`src/rtl/wbt_sample_tx.sv`:
```
// rtl/wbt_sample_tx.sv - splits 32-bit WSI words into two 16-bit WSI samples through a small input FIFO
module wbt_sample_tx #(
  parameter int unsigned FIFO_DEPTH = 4,
  parameter bit          SWAP       = 1'b0
) (
  input  logic        ctl_Clk,
  input  logic        ctl_MReset_n,
  input  logic        enable,
  input  logic [2:0]  in_MCmd,
  input  logic        in_MReqLast,
  input  logic [11:0] in_MBurstLength,
  input  logic [31:0] in_MData,
  output logic        in_SThreadBusy,
  output logic [2:0]  out_MCmd,
  output logic        out_MReqLast,
  output logic [11:0] out_MBurstLength,
  output logic [15:0] out_MData,
  input  logic        out_SThreadBusy,
  output logic [15:0] underrun_count,
  output logic        overflow
);
  localparam int unsigned AW = $clog2(FIFO_DEPTH);
  localparam logic [AW:0] FULL_CNT = (AW+1)'(FIFO_DEPTH);

  typedef enum logic [1:0] {S_IDLE, S_FIRST, S_SECOND} state_t;
  typedef struct packed {
    logic        last;
    logic [11:0] len;
    logic [31:0] data;
  } word_t;

  word_t         mem_q [FIFO_DEPTH];
  logic [AW-1:0] wr_ptr_q, rd_ptr_q;
  logic [AW:0]   count_q, count_d;
  state_t        state_q;
  logic [15:0]   hold_half_q;
  logic          hold_last_q;
  logic          in_msg_q;
  logic          busy_q;
  logic [2:0]    cmd_q;
  logic          last_q;
  logic [11:0]   blen_q;
  logic [15:0]   data_q;
  logic [15:0]   underrun_q;
  logic          overflow_q;

  logic          full, empty, accept, pop, push, starve;
  word_t         head, word_in;
  logic [15:0]   head_first, head_second;

  function automatic logic [11:0] dbl_len(input logic [11:0] len);
    return len[11] ? 12'hFFF : {len[10:0], 1'b0};
  endfunction

  always_comb begin
    full        = (count_q == FULL_CNT);
    empty       = (count_q == '0);
    head        = mem_q[rd_ptr_q];
    word_in     = '{last: in_MReqLast, len: in_MBurstLength, data: in_MData};
    head_first  = SWAP ? head.data[31:16] : head.data[15:0];
    head_second = SWAP ? head.data[15:0]  : head.data[31:16];
    accept      = (state_q != S_IDLE) && !out_SThreadBusy;
    // A pop refills the holding register either from IDLE or back-to-back after the second half.
    pop         = enable && !empty &&
                  ((state_q == S_IDLE) || ((state_q == S_SECOND) && accept));
    push        = (in_MCmd == 3'b001) && (!full || pop);
    starve      = enable && empty && in_msg_q &&
                  ((state_q == S_IDLE) || ((state_q == S_SECOND) && accept));
    count_d     = count_q + (AW+1)'(push) - (AW+1)'(pop);
  end

  always_ff @(posedge ctl_Clk) begin
    if (push) mem_q[wr_ptr_q] <= word_in;
  end

  always_ff @(posedge ctl_Clk or negedge ctl_MReset_n) begin
    if (!ctl_MReset_n) begin
      wr_ptr_q    <= '0;
      rd_ptr_q    <= '0;
      count_q     <= '0;
      busy_q      <= 1'b0;
      state_q     <= S_IDLE;
      hold_half_q <= '0;
      hold_last_q <= 1'b0;
      in_msg_q    <= 1'b0;
      cmd_q       <= 3'b000;
      last_q      <= 1'b0;
      blen_q      <= '0;
      data_q      <= '0;
      underrun_q  <= '0;
      overflow_q  <= 1'b0;
    end else begin
      if (push) wr_ptr_q <= wr_ptr_q + AW'(1);
      if (pop)  rd_ptr_q <= rd_ptr_q + AW'(1);
      count_q <= count_d;
      busy_q  <= (count_d == FULL_CNT);
      if ((in_MCmd == 3'b001) && full && !pop) overflow_q <= 1'b1;
      if (starve && (underrun_q != 16'hFFFF)) underrun_q <= underrun_q + 16'd1;
      if (pop) in_msg_q <= !head.last;

      if (pop) begin
        state_q     <= S_FIRST;
        hold_half_q <= head_second;
        hold_last_q <= head.last;
        cmd_q       <= 3'b001;
        data_q      <= head_first;
        blen_q      <= dbl_len(head.len);
        last_q      <= 1'b0;
      end else if ((state_q == S_FIRST) && accept) begin
        state_q <= S_SECOND;
        data_q  <= hold_half_q;
        last_q  <= hold_last_q;
      end else if ((state_q == S_SECOND) && accept) begin
        state_q <= S_IDLE;
        cmd_q   <= 3'b000;
        last_q  <= 1'b0;
      end
    end
  end

  assign in_SThreadBusy   = busy_q;
  assign out_MCmd         = cmd_q;
  assign out_MReqLast     = last_q;
  assign out_MBurstLength = blen_q;
  assign out_MData        = data_q;
  assign underrun_count   = underrun_q;
  assign overflow         = overflow_q;
endmodule

```
`config.mk`:
```
export PLATFORM = sky130hd
export DESIGN_NAME = wbt_sample_tx
export DESIGN_NICKNAME = d
export VERILOG_FILES = /design/src/rtl/wbt_sample_tx.sv
export SDC_FILE = /design/constraint.sdc
export NUM_CORES = 1
export LEC_CHECK = 0
export CAP_MARGIN = 10
export CORE_MARGIN = 4
export CORE_UTILIZATION = 59
export DETAILED_ROUTE_END_ITERATION = 10
export PLACE_DENSITY = 0.92
export SYNTH_ARGS = -nofsm -noshare
export SYNTH_HDL_FRONTEND = slang
export SYNTH_SLANG_ARGS = --single-unit
export TNS_END_PERCENT = 20
```
`constraint.sdc`:
```
create_clock -name ctl_Clk -period 5.5 [get_ports ctl_Clk]
set_clock_uncertainty 0.05 [all_clocks]
set_input_delay 1.375 -clock ctl_Clk [delete_from_list [all_inputs] [get_ports ctl_Clk]]
set_output_delay 1.375 -clock ctl_Clk [all_outputs]
set_load 0.01 [all_outputs]
```
==> impl_metrics.py <==
metrics = {
    "setup_path": {
        "crit_top_cell": "inv_1",
        "crit_cells": 13,
        "cp_num_buf_inv": 4,
        "crit_required_ns": 5.88,
        "worstSetupStartpointType": "primary input",
        "worstPathMaxFanout": 7,
        "path_cells": "clkdlybuf4s50_1 -> nor2b_1 -> nand2_1 -> a21boi_1 -> inv_1 -> ha_1 -> inv_1 -> ha_1 -> inv_1 -> fa_1 -> xnor2_1 -> xnor2_1 -> nor3b_1",
        "critPathKind": "in2reg",
        "crit_path_end_kind": "flip-flop",
        "r2r_cells": 12,
        "path_delay_family": "adder cells",
        "cp.arrival_ns": 4.39,
        "cp_slowest_stage_delay_ns": 0.56,
        "cp_slowest_cell": "a21boi_1",
    },
    "drt": {
        "wl_microns": 21080,
        "avgRoutedWirePerCell_microns": 23.24,
        "via_per_inst": 5.860,
        "vias": 5315,
        "drcViolationCount": 0,
        "drtAntennaViolNets": 0,
        "drt-initial-drc-count": 429,
        "drt-pass1-iter-count": 5,
    },
    "cts": {
        "numCtsBuffers": 25,
        "cts_resized": 0,
        "cts_root_buf": "clkbuf_16",
        "htreeDepth": 1,
        "postCtsHoldBufs": 0,
        "cts_setup_buffers": 0,
        "worst_skew_pair.late_latency_ns": 0.52,
        "cts_max_path_buffers": 3,
        "cts_tree": "yes",
        "clkTransAtPathRegs_ns": 0.06,
        "clock-sinks": 255,
    },
    "yosys": {
        "ys_seq_area_frac": 0.7378,
        "synthFlopType": "edfxtp_1",
        "yosysUniqueCellTypes": 45,
        "synth_compound_area_frac": 0.02130,
        "syn_area_sq_um": 9869,
        "async_flop_share": 0.2941,
        "synth_xor_xnor_area_share": 0.01686,
        "muxShareOfSynthArea": 0.1235,
        "synth_cells": 562,
        "ys_warn_count": 0,
        "yosys.area_share.adder": 0.01090,
        "synth-simple-area-share": 0.07175,
        "ys_ff_latch": 255,
        "synth_top_family_by_area": "multiplexers",
        "avgSynthCellArea_sq_um": 17.56,
        "synth_edf_count": 180,
    },
    "status": {
        "status": "completed",
    },
    "power_and_ir_drop": {
        "p_sw_frac": 0.2955,
        "p_sw_mw": 1.698,
        "seqPwrFrac": 0.470,
        "clockPowerShare": 0.279,
        "power_mw": 5.745,
        "max-vdd-ir-drop_v": 0.0003094,
        "p_per_area_nw_per_um2": 485.3,
        "leakagePower_nw": 4.307,
        "internal_power_mw": 4.047,
        "comb_power_share": 0.251,
    },
    "placed_design": {
        "dpl_worst_slack_ns": 1.014,
        "dpl.hpwl_microns": 12840,
        "place_congestion": 0.8219,
        "port_buffers": 99,
    },
    "sta": {
        "hold_violations": 0,
        "grt_setup_unrepaired": "no",
        "slew_headroom": 0.3525,
        "fmax_mhz": 249.2,
        "fin_crit_ns": 4.013,
        "drv_slew": 0,
        "period_share": 0.7296,
        "setup_viol": 0,
        "worst_pin_slew_ns": 0.9713,
        "post-route-worst-setup-slack_ns": 1.487,
        "tns_ns": 0,
    },
    "global_route": {
        "overflow": 0,
        "track_usage": 0.2323,
        "grt_pass1_wl_microns": 32790,
        "grt_max_degree": 77,
        "grt_pass1_vias": 5783,
        "antenna_found_initial": 1,
    },
    "cells_and_area": {
        "drive_above_1_share": 0.1616,
        "final_cell_mix": "edfxtp_1, clkdlybuf4s50_1, nand2_1, dfrtp_1, mux4_2",
        "layout_commonest_cell": "edfxtp_1",
        "regArea_sq_um": 7287,
        "multi_input_area_sq_um": 2439,
        "fin_nets": 729,
        "post-route-util": 0.7188,
        "syn2layout_area_growth_pct": 19.93,
        "fill_cells": 963,
        "antenna_cells": 0,
    },
    "die": {
        "row_count": 47,
        "io_pins": 102,
        "initial_core_util": 0.5994,
        "core_area_sq_um": 16470,
        "fp.dieH_microns": 137.3,
        "dieArea_sq_um": 18860,
        "die_w_microns": 137.3,
    },
    "worst_hold_path": {
        "worstHoldPathType": "reg2reg",
        "whs_path_depth": 1,
    },
    "job": {
        "maxCapViolCount": 0,
    },
}
[logic make-up (layout without fill, tap and decap cells)]
| kind of cell | after synthesis | in the layout |
|---|---|---|
| other cells | 1 | 2 |
| flops | 255 | 255 |
| xor+xnor | 19 | 19 |
| mux | 65 | 65 |
| compound gates | 37 | 37 |
| buf+inv | 36 | 160 |
| fa+ha+maj | 8 | 8 |
| simple gates | 141 | 141 |
[layout make-up]
type | count | area share
tap | 220 | 0.02326
clock inverter | 11 | 0.006871
multi-input combinational | 272 | 0.2060
inverter | 9 | 0.002854
clock buffer | 34 | 0.05740
sequential | 255 | 0.6156
timing repair buffer | 106 | 0.08795
[path summary, 6_finish.rpt]
check | start | endpoint | slack (ns)
setup / recovery | enable | in_SThreadBusy | 1.49
hold / removal | overflow | overflow | 0.42
setup reg to reg | state_q[0] | in_SThreadBusy | 2.38
hold reg to reg | overflow | overflow | 0.42
max in group asynchronous | ctl_MReset_n | rd_ptr_q[0] | 3.70
min in group asynchronous | ctl_MReset_n | underrun_count[9] | 0.98
[power by group through the flow]
stage               logic [mW]  clock network, mW  registers (mW)
finish                    1.44               1.60            2.70
global route              1.56               1.71            2.75
CTS                       1.46               1.62            2.70
detailed placement        1.43                  0            2.73
global placement          1.35                  0            2.70
floorplan                0.947                  0            2.59
[cells in the mapped netlist, types with 6 or more instances]
cell | count | share of area
a21oi_1 | 17 | 0.0086
buf_4 | 7 | 0.0053
mux4_2 | 45 | 0.10
nor3_1 | 6 | 0.0030
mux2i_1 | 16 | 0.016
ha_1 | 7 | 0.0089
xor2_1 | 14 | 0.012
nor2_1 | 28 | 0.011
dfrtp_1 | 75 | 0.19
inv_1 | 8 | 0.0030
o21ai_0 | 12 | 0.0061
nand2_1 | 73 | 0.028
edfxtp_1 | 180 | 0.55
buf_2 | 9 | 0.0046
clkbuf_1 | 9 | 0.0034
[registers in the layout, indices dropped and copies added (netlist names), 2 cells and up]
register,count
mem_q,180
hold_half_q,16
out_MData,16
underrun_count,16
out_MBurstLength,12
count_q,3
rd_ptr_q,2
state_q,2
wr_ptr_q,2
[per-layer routing]
| metal | GRT usage | share of wire | vias to the layer above |
|---|---|---|---|
| li1 | - | - | 2334 |
| met1 | 0.3057 | 0.38 | 2718 |
| met2 | 0.3989 | 0.52 | 213 |
| met3 | 0.03908 | 0.065 | 48 |
| met4 | 0.07816 | 0.028 | 2 |
| met5 | 0 | 0.00052 | - |
[through the flow]
step / cell area, sq um / cells / hold slack (ns)
2_1_floorplan: 9873 / 563 / 0.3878
3_3_place_gp: 11080 / 862 / 0.4029
3_5_place_dp: 11080 / 862 / 0.4080
4_1_cts: 11840 / 907 / 0.4224
5_1_grt: 11840 / 907 / 0.4312
6_report: 11840 / 907 / 0.4186
Power figures use the tool's default switching activity.
